--- src/rtl/revo_qualifier_encoder_flywheel_if.sv ---
// Revo qualifier bus: raw marker and fake enable in, strobes/word/status out.
// master = stimulus side, slave = qualifier side.
interface revo_qualifier_encoder_flywheel_if #(
  parameter int WIDTH = 8
);
  logic             rawtrg;
  logic             fake_enable;
  logic             revo;
  logic             revo_fake;
  logic [WIDTH-1:0] word;
  logic [1:0]       state;
  logic [15:0]      spurious_count;
  logic [15:0]      missing_count;

  modport master (
    output rawtrg, fake_enable,
    input  revo, revo_fake, word, state,
    input  spurious_count, missing_count
  );

  modport slave (
    input  rawtrg, fake_enable,
    output revo, revo_fake, word, state,
    output spurious_count, missing_count
  );
endinterface

--- src/rtl/revo_qualifier_encoder_flywheel.sv ---
// Qualifies the raw revo marker (width, quiet gap, period window) and
// emits one real or flywheel revo per turn as a serdes word.
// Ports: clock, reset (async high), bus (slave): rawtrg, fake_enable in;
// revo, revo_fake, word, state, spurious_count, missing_count out.
module revo_qualifier_encoder_flywheel #(
  parameter int              WIDTH        = 8,
  parameter logic [WIDTH-1:0] IDLE_WORD   = 8'hF0,
  parameter logic [WIDTH-1:0] REVO_WORD   = 8'hF2,
  parameter logic [WIDTH-1:0] FAKE_WORD   = 8'hF4,
  parameter int              MIN_DURATION = 1,
  parameter int              MAX_DURATION = 8,
  parameter int              GUARD        = 8,
  parameter int              REVO_PERIOD  = 1280,
  parameter int              TOLERANCE    = 2,
  parameter int              MISS_LIMIT   = 3
) (
  input logic clock,
  input logic reset,
  revo_qualifier_encoder_flywheel_if.slave bus
);

  localparam int CMAXI = REVO_PERIOD - 1 + TOLERANCE;
  localparam int CW = $clog2(CMAXI + 1);
  localparam int RW = $clog2(MAX_DURATION + 2);
  localparam int GW = $clog2(GUARD + 1);
  localparam int MW = $clog2(MISS_LIMIT + 1);

  localparam logic [CW-1:0] WIN_HI  = CW'(CMAXI);
  localparam logic [CW-1:0] WIN_LO  =
    CW'(REVO_PERIOD - 1 - TOLERANCE);
  localparam logic [CW-1:0] PER_END = CW'(REVO_PERIOD - 1);
  localparam logic [CW-1:0] TOL_C   = CW'(TOLERANCE);
  localparam logic [RW-1:0] RUN_MAX = RW'(MAX_DURATION + 1);
  localparam logic [GW-1:0] GAP_MAX = GW'(GUARD);

  typedef enum logic [1:0] {
    SEARCH    = 2'd0,
    LOCKED    = 2'd1,
    FREEWHEEL = 2'd2
  } state_t;

  logic s1_q, s2_q, s3_q;
  logic [RW-1:0] run_q, run_d;
  logic [GW-1:0] gap_q, gap_d;
  logic gok_q, gok_d;
  logic qual_q, qual;
  logic rise, fall;

  state_t state_q, state_d;
  logic [CW-1:0] cnt_q, cnt_d;
  logic [MW-1:0] miss_q, miss_d;
  logic real_ev, fake_ev, spur_inc, miss_inc;

  logic revo_q, revo_d;
  logic fake_q, fake_d;
  logic [WIDTH-1:0] word_q, word_d;
  logic [15:0] spur_q, spur_d;
  logic [15:0] mcnt_q, mcnt_d;

  assign rise = s2_q & ~s3_q;
  assign fall = ~s2_q & s3_q;

  always_comb begin
    run_d = run_q;
    gap_d = gap_q;
    gok_d = gok_q;
    if (rise) begin
      run_d = RW'(1);
      gap_d = '0;
      gok_d = (gap_q == GAP_MAX);
    end else begin
      if (s2_q && run_q != RUN_MAX)
        run_d = run_q + RW'(1);
      if (!s2_q && gap_q != GAP_MAX)
        gap_d = gap_q + GW'(1);
    end
  end

  assign qual = fall & gok_q &
                (run_q >= RW'(MIN_DURATION)) &
                (run_q <= RW'(MAX_DURATION));

  always_comb begin
    state_d  = state_q;
    cnt_d    = (cnt_q == WIN_HI) ? cnt_q
                                 : cnt_q + CW'(1);
    miss_d   = miss_q;
    real_ev  = 1'b0;
    fake_ev  = 1'b0;
    spur_inc = 1'b0;
    miss_inc = 1'b0;
    unique case (state_q)
      SEARCH: begin
        if (qual_q) begin
          real_ev = 1'b1;
          cnt_d   = '0;
          miss_d  = '0;
          state_d = LOCKED;
        end
      end
      LOCKED: begin
        if (qual_q && cnt_q >= WIN_LO &&
            cnt_q <= WIN_HI) begin
          real_ev = 1'b1;
          cnt_d   = '0;
          miss_d  = '0;
        end else begin
          spur_inc = qual_q;
          if (cnt_q == WIN_HI) begin
            fake_ev  = 1'b1;
            miss_inc = 1'b1;
            // late fake re-centres on nominal phase
            cnt_d    = TOL_C;
            miss_d   = miss_q + MW'(1);
            if (miss_d == MW'(MISS_LIMIT)) begin
              state_d = FREEWHEEL;
              // keep the fake cadence at one period
              cnt_d   = '0;
            end
          end
        end
      end
      FREEWHEEL: begin
        if (qual_q) begin
          real_ev = 1'b1;
          cnt_d   = '0;
          miss_d  = '0;
          state_d = LOCKED;
        end else if (cnt_q == PER_END) begin
          fake_ev = 1'b1;
          cnt_d   = '0;
        end
      end
      default: state_d = SEARCH;
    endcase
  end

  always_comb begin
    fake_d = fake_ev & bus.fake_enable;
    revo_d = real_ev | fake_d;
    word_d = IDLE_WORD;
    if (fake_d)
      word_d = FAKE_WORD;
    else if (revo_d)
      word_d = REVO_WORD;
    spur_d = spur_q;
    if (spur_inc && spur_q != 16'hFFFF)
      spur_d = spur_q + 16'd1;
    mcnt_d = mcnt_q;
    if (miss_inc && mcnt_q != 16'hFFFF)
      mcnt_d = mcnt_q + 16'd1;
  end

  always_ff @(posedge clock or posedge reset) begin
    if (reset) begin
      s1_q    <= 1'b0;
      s2_q    <= 1'b0;
      s3_q    <= 1'b0;
      run_q   <= '0;
      gap_q   <= '0;
      gok_q   <= 1'b0;
      qual_q  <= 1'b0;
      state_q <= SEARCH;
      cnt_q   <= '0;
      miss_q  <= '0;
      revo_q  <= 1'b0;
      fake_q  <= 1'b0;
      word_q  <= IDLE_WORD;
      spur_q  <= '0;
      mcnt_q  <= '0;
    end else begin
      s1_q    <= bus.rawtrg;
      s2_q    <= s1_q;
      s3_q    <= s2_q;
      run_q   <= run_d;
      gap_q   <= gap_d;
      gok_q   <= gok_d;
      qual_q  <= qual;
      state_q <= state_d;
      cnt_q   <= cnt_d;
      miss_q  <= miss_d;
      revo_q  <= revo_d;
      fake_q  <= fake_d;
      word_q  <= word_d;
      spur_q  <= spur_d;
      mcnt_q  <= mcnt_d;
    end
  end

  assign bus.revo           = revo_q;
  assign bus.revo_fake      = fake_q;
  assign bus.word           = word_q;
  assign bus.state          = state_q;
  assign bus.spurious_count = spur_q;
  assign bus.missing_count  = mcnt_q;

endmodule
--- src/flat_wrapper.sv ---
// flat-port wrapper written by rule: the top's interface ports become plain ports
module revo_qualifier_encoder_flywheel_flat 
#(
  parameter int              WIDTH        = 8,
  parameter logic [WIDTH-1:0] IDLE_WORD   = 8'hF0,
  parameter logic [WIDTH-1:0] REVO_WORD   = 8'hF2,
  parameter logic [WIDTH-1:0] FAKE_WORD   = 8'hF4,
  parameter int              MIN_DURATION = 1,
  parameter int              MAX_DURATION = 8,
  parameter int              GUARD        = 8,
  parameter int              REVO_PERIOD  = 1280,
  parameter int              TOLERANCE    = 2,
  parameter int              MISS_LIMIT   = 3
)
  (clock, reset, bus_rawtrg, bus_fake_enable, bus_revo, bus_revo_fake, bus_word, bus_state, bus_spurious_count, bus_missing_count);
  revo_qualifier_encoder_flywheel_if #(.WIDTH(WIDTH)) bus_i ();
  input logic clock;
  input logic reset;
  input wire logic [$bits(bus_i.rawtrg)-1:0] bus_rawtrg;
  input wire logic [$bits(bus_i.fake_enable)-1:0] bus_fake_enable;
  output wire logic [$bits(bus_i.revo)-1:0] bus_revo;
  output wire logic [$bits(bus_i.revo_fake)-1:0] bus_revo_fake;
  output wire logic [$bits(bus_i.word)-1:0] bus_word;
  output wire logic [$bits(bus_i.state)-1:0] bus_state;
  output wire logic [$bits(bus_i.spurious_count)-1:0] bus_spurious_count;
  output wire logic [$bits(bus_i.missing_count)-1:0] bus_missing_count;
  assign bus_i.rawtrg = bus_rawtrg;
  assign bus_i.fake_enable = bus_fake_enable;
  assign bus_revo = bus_i.revo;
  assign bus_revo_fake = bus_i.revo_fake;
  assign bus_word = bus_i.word;
  assign bus_state = bus_i.state;
  assign bus_spurious_count = bus_i.spurious_count;
  assign bus_missing_count = bus_i.missing_count;
  revo_qualifier_encoder_flywheel #(.WIDTH(WIDTH), .IDLE_WORD(IDLE_WORD), .REVO_WORD(REVO_WORD), .FAKE_WORD(FAKE_WORD), .MIN_DURATION(MIN_DURATION), .MAX_DURATION(MAX_DURATION), .GUARD(GUARD), .REVO_PERIOD(REVO_PERIOD), .TOLERANCE(TOLERANCE), .MISS_LIMIT(MISS_LIMIT)) u_core (.clock(clock), .reset(reset), .bus(bus_i));
endmodule
--- config.mk ---
export PLATFORM = sky130hd
export DESIGN_NAME = revo_qualifier_encoder_flywheel_flat
export DESIGN_NICKNAME = d
export VERILOG_FILES = /design/src/rtl/revo_qualifier_encoder_flywheel_if.sv /design/src/rtl/revo_qualifier_encoder_flywheel.sv /design/src/flat_wrapper.sv
export SDC_FILE = /design/constraint.sdc
export NUM_CORES = 1
export LEC_CHECK = 0
export CORE_ASPECT_RATIO = 1.4
export CORE_MARGIN = 5
export CORE_UTILIZATION = 49
export CTS_CLUSTER_SIZE = 10
export DETAILED_ROUTE_END_ITERATION = 7
export PLACE_DENSITY_LB_ADDON = 0.2
export SYNTH_ARGS = -nofsm -noshare
export SYNTH_HDL_FRONTEND = slang
export SYNTH_SLANG_ARGS = --single-unit
--- constraint.sdc ---
create_clock -name clock -period 2.25 [get_ports clock]
set_input_delay 0.45 -clock clock [delete_from_list [all_inputs] [get_ports clock]]
set_output_delay 0.45 -clock clock [all_outputs]
set_load 0.01 [all_outputs]
==> flow_summary.json <==
{
  "fmax_mhz": 467,
  "synthArstFlopShare_pct": 100,
  "setup_slack_ps": 108,
  "grt_pass1_wl_mm": 11.7,
  "grt.busiest_layer": "met2",
  "wl_per_cell_microns": 14.0,
  "p_seq_share_pct": 44.7,
  "hp-start": "u_core.s1_q",
  "drtIter0Drc": 110,
  "grt_pass1_vias": 2604,
  "synth_cells": 328,
  "slew_headroom_pct": 61.1,
  "powerDensity_nw_per_um2": 746,
  "p_sw_uw": 940,
  "synth-seq-cells": 63,
  "ys_seq_area_share_pct": 47.3,
  "worstMarginPinSlew_ps": 577,
  "die_y_microns": 108,
  "synth_top_area_share_pct": 47.3,
  "path_max_fanout": 4,
  "initial_core_util_pct": 50.4,
  "synthFlopType": "dfrtp_1",
  "grt_util_met2_pct": 28.8,
  "cts_made_buffers": 9,
  "synthTopCellsByArea": "dfrtp_1 47%, ha_1 6.4%, xnor2_1 5.5%",
  "num_vias": 2589,
  "portBuffers": 41,
  "post-route-period-util_pct": 95.2,
  "ioPinCount": 48,
  "gp_congestion": 0.862,
  "rsz0062_at_grt": "false",
  "clock-sinks": 63,
  "use_met3_pct": 2.76,
  "internal_power_mw": 2.20,
  "r2r_end": "u_core.miss_q[0]",
  "skew_ps": 10.6,
  "drc_errors": 0,
  "slew_viol_final": 0,
  "r2r_cells": 6,
  "clockRootBuffer": "clkbuf_8",
  "p_sw_share_pct": 29.9,
  "synth.distinct_cells": 54,
  "path_clk_slew_ps": 70,
  "final_cell_mix": "62 x dfrtp_1, 41 x clkdlybuf4s50_1, 22 x nand2_1, 22 x nor2_1, 21 x xnor2_1",
  "hpwl_mm": 4.87,
  "routed_wl_mm": 6.83,
  "hold_viol_final": 0,
  "final_common_cell": "dfrtp_1",
  "antenna_found_initial": 0,
  "yosys.area.top_type": "dfrtp_1",
  "max-cap-violations": 0,
  "nets": 413,
  "syn_to_final_growth_pct": 26.5,
  "grt_overflow_total": 0,
  "setup_violations": 0,
  "critPathKind": "register to register",
  "holdWs_ps": 352,
  "syn-cell-area_sq_um": 3330,
  "yosys_warnings": 0,
  "final.setup.tns_ps": 0,
  "timing.final.crit_period_ps": 2140,
  "cp_data_arrival_time_ps": 2400,
  "clk_path_buf_depth": 2,
  "crit_path_end_kind": "register",
  "reg2reg_slack_ps": 110,
  "met1_usage_pct": 20.9,
  "die_area_sq_um": 8580,
  "grt_max_degree": 64,
  "rows": 35,
  "die_x_microns": 79.7,
  "antenna_cells": 0,
  "firstDrtPassIters": 4,
  "cts_tree": "yes",
  "worstSkewPairLatency_ps": 340,
  "worst_setup_path_start_kind": "register",
  "viasPerCell": 5.29,
  "post-place-ws_ps": 137,
  "power_frac_comb_pct": 22.5,
  "final_antenna_net_count": 0,
  "irDropWorstVdd_v": 0.000401,
  "cts_htree_levels": 3,
  "leakage_nw": 1.90,
  "grt_util_all_layers_pct": 17.1,
  "synth_edf_count": 0,
  "nFillCells": 562,
  "holdPathEnd": "u_core.s2_q",
  "r2r-start": "u_core.cnt_q[6]",
  "core_region_area_sq_um": 6610,
  "hold_path.class": "register to register",
  "status": "finished, final reports clean",
  "drive_gt1_share_pct": 15.1,
  "required_ps": 2510,
  "pwr-share-clk_pct": 32.8,
  "synth.avg_cell_area_sq_um": 10.2,
  "hold_buffers": 0,
  "min_path_cells": 0
}
## logic make-up after synthesis
family,count (synthesis),share of synthesized area [%]
compound gates,40,8.71
buf+inv,37,5.18
xor+xnor,38,9.98
simple gates,127,20.9
other cells,2,0.225
mux,4,1.35
flops,63,47.3
fa+ha+maj,17,6.38
## how the worst max path moves through the flow
stage,startpoint,endpoint,slack (ps),cells after the start
final,u_core.cnt_q[6],u_core.miss_q[0],110,6
after global routing,u_core.cnt_q[6],u_core.miss_q[0],10,6
after CTS,u_core.cnt_q[6],u_core.miss_q[0],90,6
after detailed placement,u_core.cnt_q[1],u_core.miss_q[0],140,7
after global placement,u_core.cnt_q[1],u_core.bus.spurious_count[1],180,8
after floorplan,u_core.cnt_q[1],u_core.bus.spurious_count[1],80,7
## worst max-delay path, stage by stage (launching register included)
cell	delay, ps
dfrtp_1	430
nor4_1	320
buf_4	180
a41oi_1	150
o311a_4	350
or4b_4	520
o21ai_1	120
## flip-flops by register name, indices dropped and copies added (netlist names), 2 cells and up
name / cells
u_core.miss_q: 2
u_core.bus.missing_count: 16
u_core.run_q: 4
u_core.bus.word: 2
u_core.cnt_q: 11
u_core.gap_q: 4
u_core.bus.spurious_count: 16
u_core.bus.state: 2
## per-layer routing
layer	up-vias	wire length, microns	share of wire (%)
li1	1276	-	-
met1	1244	3030	44
met2	56	3380	50
met3	13	244	3.6
met4	0	170	2.5
met5	-	0	0
## synth_stat cells, drive strengths merged, types with 4 or more instances
cell type	instances
nand4	17
and4	5
a21oi	7
mux2	4
and2	4
nand2	22
inv	23
clkbuf	4
nor4	8
buf	10
xnor2	21
dfrtp	63
xor2	17
nor3	14
nor2	22
o21ai	8
ha	17
and3	7
o31ai	6
nand3	14
## through the flow
step           area [sq um]  instances  utilization (%)  power [mW]
2_1_floorplan          3350        332                -        1.86
3_5_place_dp           3940        470             59.6        2.07
5_1_grt                4220        489             63.8        3.34
4_1_cts                4150        486             62.7        3.11
6_report               4220        489             63.8        3.14
3_3_place_gp           3940        470             59.6        2.03
## power by group through the flow
| stage | Clock, mW | Sequential (mW) | Combinational (mW) |
|---|---|---|---|
| 2_1_floorplan | 0 | 1.40 | 0.457 |
| 3_3_place_gp | 0 | 1.40 | 0.626 |
| 3_5_place_dp | 0 | 1.42 | 0.653 |
| 4_1_cts | 1.05 | 1.40 | 0.662 |
| 5_1_grt | 1.11 | 1.43 | 0.803 |
| 6_report | 1.03 | 1.41 | 0.707 |
## what timing repair did
item                                    4_1_cts  5_1_grt
endpoints found under the setup margin        0        6
buffers inserted                              0        2
gates resized for setup                       0        9
## layout make-up
type	instances	area, sq um	area share [%]
clock buffers	12	135	3.20
clock inverters	4	70.1	1.66
inverters	23	86.3	2.05
multi-input cells	232	1640	38.9
flip-flops and latches	63	1580	37.4
well taps	92	115	2.73
repair buffers	63	592	14.0
Note: power is estimated with default switching activity, not from simulation.
